==> src/rtl/baggage_timer_ctrl_if.sv <==
`default_nettype none
// ============================================================================
// Module      : baggage_timer_ctrl_if
// Description : Bundle of the control inputs and measurement outputs of the
//               baggage timer. The master side (upstream sensor logic) drives
//               start/weight/arrive/clear. The slave side (the timer) drives
//               t_act/t_lim/drop_en/busy/overflow.
// Ports       : none (clock and reset stay plain ports on the timer)
//   start    1   baggage entered (1-cycle pulse)
//   weight   8   baggage weight
//   arrive   1   baggage reached gate
//   clear    1   abort / acknowledge
//   t_act    16  elapsed ticks
//   t_lim    16  computed time limit
//   drop_en  1   result final
//   busy     1   measurement in progress
//   overflow 1   measurement ended by saturation
// Revision    : 1.0 - initial release
// ============================================================================
interface baggage_timer_ctrl_if;
  logic        start;
  logic [7:0]  weight;
  logic        arrive;
  logic        clear;
  logic [15:0] t_act;
  logic [15:0] t_lim;
  logic        drop_en;
  logic        busy;
  logic        overflow;

  modport master (
    output start, weight, arrive, clear,
    input  t_act, t_lim, drop_en, busy, overflow
  );

  modport slave (
    input  start, weight, arrive, clear,
    output t_act, t_lim, drop_en, busy, overflow
  );
endinterface
`default_nettype wire

==> src/rtl/baggage_timer_ctrl.sv <==
`default_nettype none
// ============================================================================
// Module      : baggage_timer_ctrl
// Description : Measurement stage ahead of the display/drop decision stage.
//               On start the baggage weight is captured and the time limit
//               t_lim is computed; elapsed ticks t_act are counted until the
//               baggage arrives, then t_act/t_lim are frozen with drop_en=1
//               until clear. t_act never equals t_lim while drop_en=1.
// Ports       :
//   clk   in   system clock, rising edge
//   rst   in   synchronous reset, active-high
//   bus   slave modport of baggage_timer_ctrl_if (start, weight, arrive,
//         clear in; t_act, t_lim, drop_en, busy, overflow out)
// Revision    : 1.0 - initial release
// ============================================================================
module baggage_timer_ctrl #(
  parameter int          TICK_DIV  = 4,
  parameter logic [15:0] LIM_BASE  = 16'd20,
  parameter logic [7:0]  LIM_SCALE = 8'd2
) (
  input  wire logic            clk,
  input  wire logic            rst,
  baggage_timer_ctrl_if.slave  bus
);

  // A one-cycle prescaler still needs a 1-bit register.
  localparam int            PW          = (TICK_DIV > 1) ? $clog2(TICK_DIV) : 1;
  localparam logic [PW-1:0] c_presc_last = PW'(TICK_DIV - 1);

  localparam logic [1:0] c_st_idle   = 2'd0;
  localparam logic [1:0] c_st_load   = 2'd1;
  localparam logic [1:0] c_st_timing = 2'd2;
  localparam logic [1:0] c_st_done   = 2'd3;

  localparam logic [15:0] c_act_max = 16'hFFFF;
  localparam logic [16:0] c_lim_max = 17'h0FFFE;

  logic [1:0]    state_q, state_d;
  logic [7:0]    weight_q, weight_d;
  logic [15:0]   t_act_q, t_act_d;
  logic [15:0]   t_lim_q, t_lim_d;
  logic [PW-1:0] presc_q, presc_d;
  logic          drop_en_q, drop_en_d;
  logic          busy_q, busy_d;
  logic          overflow_q, overflow_d;

  logic          tick;
  logic [15:0]   t_act_step;
  logic [16:0]   lim_sum;
  logic [15:0]   lim_sat;

  // Tick of the current cycle is folded in before any arrive/saturation test.
  assign tick       = (presc_q == c_presc_last);
  assign t_act_step = (tick && (t_act_q != c_act_max)) ? (t_act_q + 16'd1) : t_act_q;

  // Worst case 65535 + 255*255 still fits in 17 bits.
  assign lim_sum = {1'b0, LIM_BASE} + (17'(weight_q) * 17'(LIM_SCALE));
  // Capping at FFFE leaves FFFF free so a saturated t_act is always late.
  assign lim_sat = (lim_sum > c_lim_max) ? c_lim_max[15:0] : lim_sum[15:0];

  // State and datapath registers.
  always_ff @(posedge clk) begin
    if (rst) begin
      state_q    <= c_st_idle;
      weight_q   <= 8'd0;
      t_act_q    <= 16'd0;
      t_lim_q    <= 16'd0;
      presc_q    <= '0;
      drop_en_q  <= 1'b0;
      busy_q     <= 1'b0;
      overflow_q <= 1'b0;
    end else begin
      state_q    <= state_d;
      weight_q   <= weight_d;
      t_act_q    <= t_act_d;
      t_lim_q    <= t_lim_d;
      presc_q    <= presc_d;
      drop_en_q  <= drop_en_d;
      busy_q     <= busy_d;
      overflow_q <= overflow_d;
    end
  end

  // Next-state logic.
  always_comb begin
    state_d = state_q;
    case (state_q)
      c_st_idle: begin
        if (bus.start) state_d = c_st_load;
      end
      c_st_load: begin
        state_d = c_st_timing;
      end
      c_st_timing: begin
        if (bus.clear)                     state_d = c_st_idle;
        else if (bus.arrive)               state_d = c_st_done;
        else if (t_act_step == c_act_max)  state_d = c_st_done;
      end
      c_st_done: begin
        if (bus.clear) state_d = c_st_idle;
      end
      default: state_d = c_st_idle;
    endcase
  end

  // Output / datapath next values.
  always_comb begin
    weight_d   = weight_q;
    t_act_d    = t_act_q;
    t_lim_d    = t_lim_q;
    presc_d    = presc_q;
    overflow_d = overflow_q;
    case (state_q)
      c_st_idle: begin
        if (bus.start) weight_d = bus.weight;
      end
      c_st_load: begin
        t_lim_d = lim_sat;
        t_act_d = 16'd0;
        presc_d = '0;
      end
      c_st_timing: begin
        presc_d = tick ? '0 : (presc_q + PW'(1));
        if (bus.clear) begin
          t_act_d = 16'd0;
          t_lim_d = 16'd0;
          presc_d = '0;
        end else if (bus.arrive) begin
          // A tie counts as late; t_lim <= FFFE so +1 cannot wrap.
          t_act_d = (t_act_step == t_lim_q) ? (t_act_step + 16'd1) : t_act_step;
        end else begin
          t_act_d = t_act_step;
          if (t_act_step == c_act_max) overflow_d = 1'b1;
        end
      end
      c_st_done: begin
        if (bus.clear) begin
          t_act_d    = 16'd0;
          t_lim_d    = 16'd0;
          overflow_d = 1'b0;
        end
      end
      default: begin
        t_act_d    = 16'd0;
        t_lim_d    = 16'd0;
        overflow_d = 1'b0;
      end
    endcase
    drop_en_d = (state_d == c_st_done);
    busy_d    = (state_d != c_st_idle);
  end

  assign bus.t_act    = t_act_q;
  assign bus.t_lim    = t_lim_q;
  assign bus.drop_en  = drop_en_q;
  assign bus.busy     = busy_q;
  assign bus.overflow = overflow_q;

endmodule
`default_nettype wire

==> src/flat_wrapper.sv <==
// flat-port wrapper written by rule: the top's interface ports become plain ports
module baggage_timer_ctrl_flat 
#(
  parameter int          TICK_DIV  = 4,
  parameter logic [15:0] LIM_BASE  = 16'd20,
  parameter logic [7:0]  LIM_SCALE = 8'd2
)
  (clk, rst, bus_start, bus_weight, bus_arrive, bus_clear, bus_t_act, bus_t_lim, bus_drop_en, bus_busy, bus_overflow);
  baggage_timer_ctrl_if bus_i ();
  input  wire logic clk;
  input  wire logic rst;
  input wire logic [$bits(bus_i.start)-1:0] bus_start;
  input wire logic [$bits(bus_i.weight)-1:0] bus_weight;
  input wire logic [$bits(bus_i.arrive)-1:0] bus_arrive;
  input wire logic [$bits(bus_i.clear)-1:0] bus_clear;
  output wire logic [$bits(bus_i.t_act)-1:0] bus_t_act;
  output wire logic [$bits(bus_i.t_lim)-1:0] bus_t_lim;
  output wire logic [$bits(bus_i.drop_en)-1:0] bus_drop_en;
  output wire logic [$bits(bus_i.busy)-1:0] bus_busy;
  output wire logic [$bits(bus_i.overflow)-1:0] bus_overflow;
  assign bus_i.start = bus_start;
  assign bus_i.weight = bus_weight;
  assign bus_i.arrive = bus_arrive;
  assign bus_i.clear = bus_clear;
  assign bus_t_act = bus_i.t_act;
  assign bus_t_lim = bus_i.t_lim;
  assign bus_drop_en = bus_i.drop_en;
  assign bus_busy = bus_i.busy;
  assign bus_overflow = bus_i.overflow;
  baggage_timer_ctrl #(.TICK_DIV(TICK_DIV), .LIM_BASE(LIM_BASE), .LIM_SCALE(LIM_SCALE)) u_core (.clk(clk), .rst(rst), .bus(bus_i));
endmodule
==> config.mk <==
export PLATFORM = sky130hd
export DESIGN_NAME = baggage_timer_ctrl_flat
export DESIGN_NICKNAME = d
export VERILOG_FILES = /design/src/rtl/baggage_timer_ctrl_if.sv /design/src/rtl/baggage_timer_ctrl.sv /design/src/flat_wrapper.sv
export SDC_FILE = /design/constraint.sdc
export NUM_CORES = 1
export LEC_CHECK = 0
export CORE_MARGIN = 2
export CORE_UTILIZATION = 45
export CTS_CLUSTER_DIAMETER = 80
export DETAILED_ROUTE_END_ITERATION = 8
export MAX_ROUTING_LAYER = met4
export PLACE_DENSITY = 0.8
export SLEW_MARGIN = 0
export SYNTH_ARGS = -nofsm -noshare
export SYNTH_HDL_FRONTEND = slang
export SYNTH_SLANG_ARGS = --single-unit
==> constraint.sdc <==
create_clock -name clk -period 3.7 [get_ports clk]
set_input_delay 0.74 -clock clk [delete_from_list [all_inputs] [get_ports clk]]
set_output_delay 0.74 -clock clk [all_outputs]
set_load 0.01 [all_outputs]
==> out/metrics.csv <==
metric;value;unit
result of the run;completed;
RR Startpoint;u_core.bus.t_act[0];
CTS tree;done;
post-synthesis area per instance;7.79;um2
proportion of total power due to net switching;0.387;
type of destination of the critical path;flip-flop;
area of combinational cells with multiple inputs;0.00175;mm2
post-route worst setup slack;0.388;ns
Final period util;0.895;
initial cell density of the core;0.461;
Detailed Route Iter0 Violations;283;
antenna-violating nets left;0;
total power of the final layout;1.52;mW
fraction of synthesized cell area taken by the top area cell type;0.295;
Fillers;574;
total global-route track usage;0.242;
Top delay family on crit path;simple AND/OR/NAND/NOR gates;
total via count after detailed routing;2649;
Setup Viol. Count Final;0;
net load switching power;0.588;mW
count leader, synth;dfxtp_1;
areal power density over the cells;471;mW/mm2
Cells after Synth;348;
Post-CTS Setup Inserts;0;
htree depth;2;
leakage power;1.24;nW
share of synthesized registers carrying an async set or reset;0;
Die Y-Extent;81.6;um
distinct cell type count of the synthesized netlist;62;
Final GP Congestion;1.01;
unrepaired setup endpoints after global routing;no;
floorplan core area;0.00589;mm2
tightest slew margin relative to the limit;0.593;
Avg WL per Cell;16.1;um
first-pass detailed-route iteration total;4;
fraction of final layout cells sized beyond drive strength 1;0.0840;
residual overflow from global routing;0;
Finished Cell Area;0.00323;mm2
final period demand of the worst path;3.31;ns
post-detailed-placement half-perimeter wirelength;5570;um
DR vias/cell;5.81;
clock transition at the registers of the reported paths;0.08;ns
TritonCTS Sinks;40;
# port buffers;40;
origin of the worst setup path;u_core.bus.t_act[0];
top achievable clock speed;302;MHz
startpoint type of the worst setup path;flip-flop;
prevailing post-synth register cell;dfxtp_1;
stage delay of the slowest cell on the critical path;0.46;ns
final routed DRC violation total;0;
max-cap violation count;0;
critical path arrival;3.56;ns
IR Drop Worst-Case VDD;0.000283;V
Setup Total Neg Slack;0;ns
Layout area overhead;19.0;%
count of final hold-check violations;0;
Root Driver;clkbuf_8;
cells along the critical path;ha_2 -> and4_1 -> nand2_2 -> o32ai_1 -> or2_2 -> ha_1 -> and4bb_1 -> nand4_1 -> nor4b_2 -> nor4b_1 -> o221a_1;
required time reported for the critical path endpoint;3.94;ns
sequential element share of the synthesized area;0.295;
I/O pin count;48;
synthesized area;0.00271;mm2
slew at the pin closest to its max-slew limit;0.605;ns
power share of the sequential group;0.363;
clock share of power;0.240;
worst setup timing slack at the placement stage;0.370;ns
Yosys warning count;0;
pin count of the biggest net entering global routing;21;
Internal Power;0.933;mW
area of the die;0.00666;mm2
CTS Buf Count;5;
Hold/Removal Path Class;flip-flop to flip-flop;
leading cell types by count after synthesis;40 x dfxtp_1, 36 x nand2_1, 31 x nor2_1, 30 x a21oi_1, 18 x o21ai_0;
power share of the combinational group;0.397;
Yosys top cell by area;dfxtp_1;
hold buffer count at CTS;0;
DP Area;0.00311;mm2
number of global-route vias before repair;2463;
Final Net Count;401;
total routed wirelength;7360;um
wire length of the first global-routing pass;12000;um
worst-path fanout max;8;
Register Area;801;um2
number of antenna cells inserted;0;
Setup Skew;0.0111;ns
number of antenna violations at the first check in global routing;0;
flip-flop and latch count after synthesis;40;
overall die width;81.6;um
slowest stage cell, crit path;dfxtp_1;
Core Rows;28;
final-report max-slew violation count;0;
main area contributors after synthesis;dfxtp_1 30%, a21oi_1 5.5%, nand2_1 5.0%;
Hold Path Origin;u_core.weight_q[0];
count of flip-flops with a built-in enable after synthesis;0;
insertion delay to the later sink of the worst-skew pair;0.30;ns
deepest clock path buffer count;2;
buffers plus inverters on the worst setup path;0;
type of the worst setup path;flip-flop to flip-flop;
[cell families (layout without fill, tap and decap cells)]
group,after synthesis,in the layout,synth area share
AOI/OAI and AO/OA,83,83,0.191
and+or+nand+nor,152,152,0.305
DFF,40,40,0.295
other,1,7,0.00138
adders and majority gates,8,8,0.0369
muxes,5,5,0.0189
buffers and inverters,36,63,0.0724
xor gates and xnor gates,23,23,0.0794
[metrics by stage]
step,hold WS (ns),instances,util
final,0.459,456,0.548
after global routing,0.474,456,0.548
after CTS,0.462,456,0.547
after detailed placement,0.449,448,0.528
after global placement,0.446,448,0.528
after floorplan,0.436,354,-
[power by group through the flow]
stage | Clock [mW] | Sequential [mW] | Combinational (mW)
after floorplan | 0 | 0.561 | 0.394
after global placement | 0 | 0.560 | 0.589
after detailed placement | 0 | 0.562 | 0.593
after CTS | 0.373 | 0.552 | 0.597
after global routing | 0.396 | 0.563 | 0.663
final | 0.365 | 0.553 | 0.603
[what timing repair did]
| action | CTS | global route |
|---|---|---|
| endpoints found under the hold margin | 0 | 0 |
| endpoints found under the setup margin | 0 | 1 |
| gates resized for setup | 0 | 2 |
[area by class of cell]
type,count,share of cell area
multi-input cells,278,0.541
flip-flops and latches,40,0.248
repair buffers,45,0.136
well taps,75,0.0291
clock buffers,5,0.0213
clock inverters,3,0.0132
inverters,10,0.0116
[cell usage in the layout, fill, tap and decap left out, types with 2 or more instances in the layout]
master	synthesis	routed
clkdlybuf4s50_1	0	40
dfxtp_1	40	40
nand2_1	36	36
nor2_1	31	31
a21oi_1	30	30
o21ai_0	18	18
nand3_1	17	17
xor2_1	12	12
inv_1	10	10
xnor2_1	10	10
nor3_1	9	9
nor4_1	9	9
nand4_1	8	8
a22oi_1	8	8
ha_1	8	7
conb_1	1	7
and4_1	5	5
clkbuf_8	0	5
buf_4	11	5
o21ai_1	4	4
and3_1	4	4
mux2i_1	4	4
and2_1	3	3
a31oi_1	3	3
or3_1	3	3
a211oi_1	3	3
and4_4	2	2
nand2_2	2	2
and2_4	2	2
or2_2	2	2
nor3_2	2	2
o211a_1	2	2
nor2b_1	2	2
o22ai_1	2	2
a21o_1	2	2
or4_1	2	2
nand3b_1	2	2
[worst register-to-register path, stage by stage (launching register included)]
cell and delay [ns]:
dfxtp_1 0.46, ha_2 0.31, and4_1 0.27, nand2_2 0.14, o32ai_1 0.40, or2_2 0.19, ha_1 0.20, and4bb_1 0.28
nand4_1 0.15, nor4b_2 0.36, nor4b_1 0.27, o221a_1 0.23
[path summary, 6_finish.rpt]
check	slack (ns)	depth (start not counted)	end
setup reg to reg	0.39	11	u_core.bus.overflow
hold / removal	0.46	2	u_core.weight_q[0]
setup / recovery	0.39	11	u_core.bus.overflow
hold reg to reg	0.46	2	u_core.weight_q[0]
[layer usage]
| layer | wire (um) | global-route usage | part of all wire | vias to the layer above |
|---|---|---|---|---|
| li1 | - | - | - | 1306 |
| met1 | 3130 | 0.289 | 0.43 | 1214 |
| met2 | 3470 | 0.402 | 0.47 | 108 |
| met3 | 494 | 0.0440 | 0.067 | 21 |
| met4 | 267 | 0.100 | 0.036 | 0 |
| met5 | 0 | - | 0 | - |
[state kept, by name (all words and copies together) (netlist names)]
name	count
u_core.bus.t_act	16
u_core.bus.t_lim	9
u_core.bus.drop_en	1
u_core.presc_q	2
u_core.bus.busy	1
u_core.bus.overflow	1
u_core.weight_q	8
u_core.state_q	2
Power figures use the tool's default switching activity.
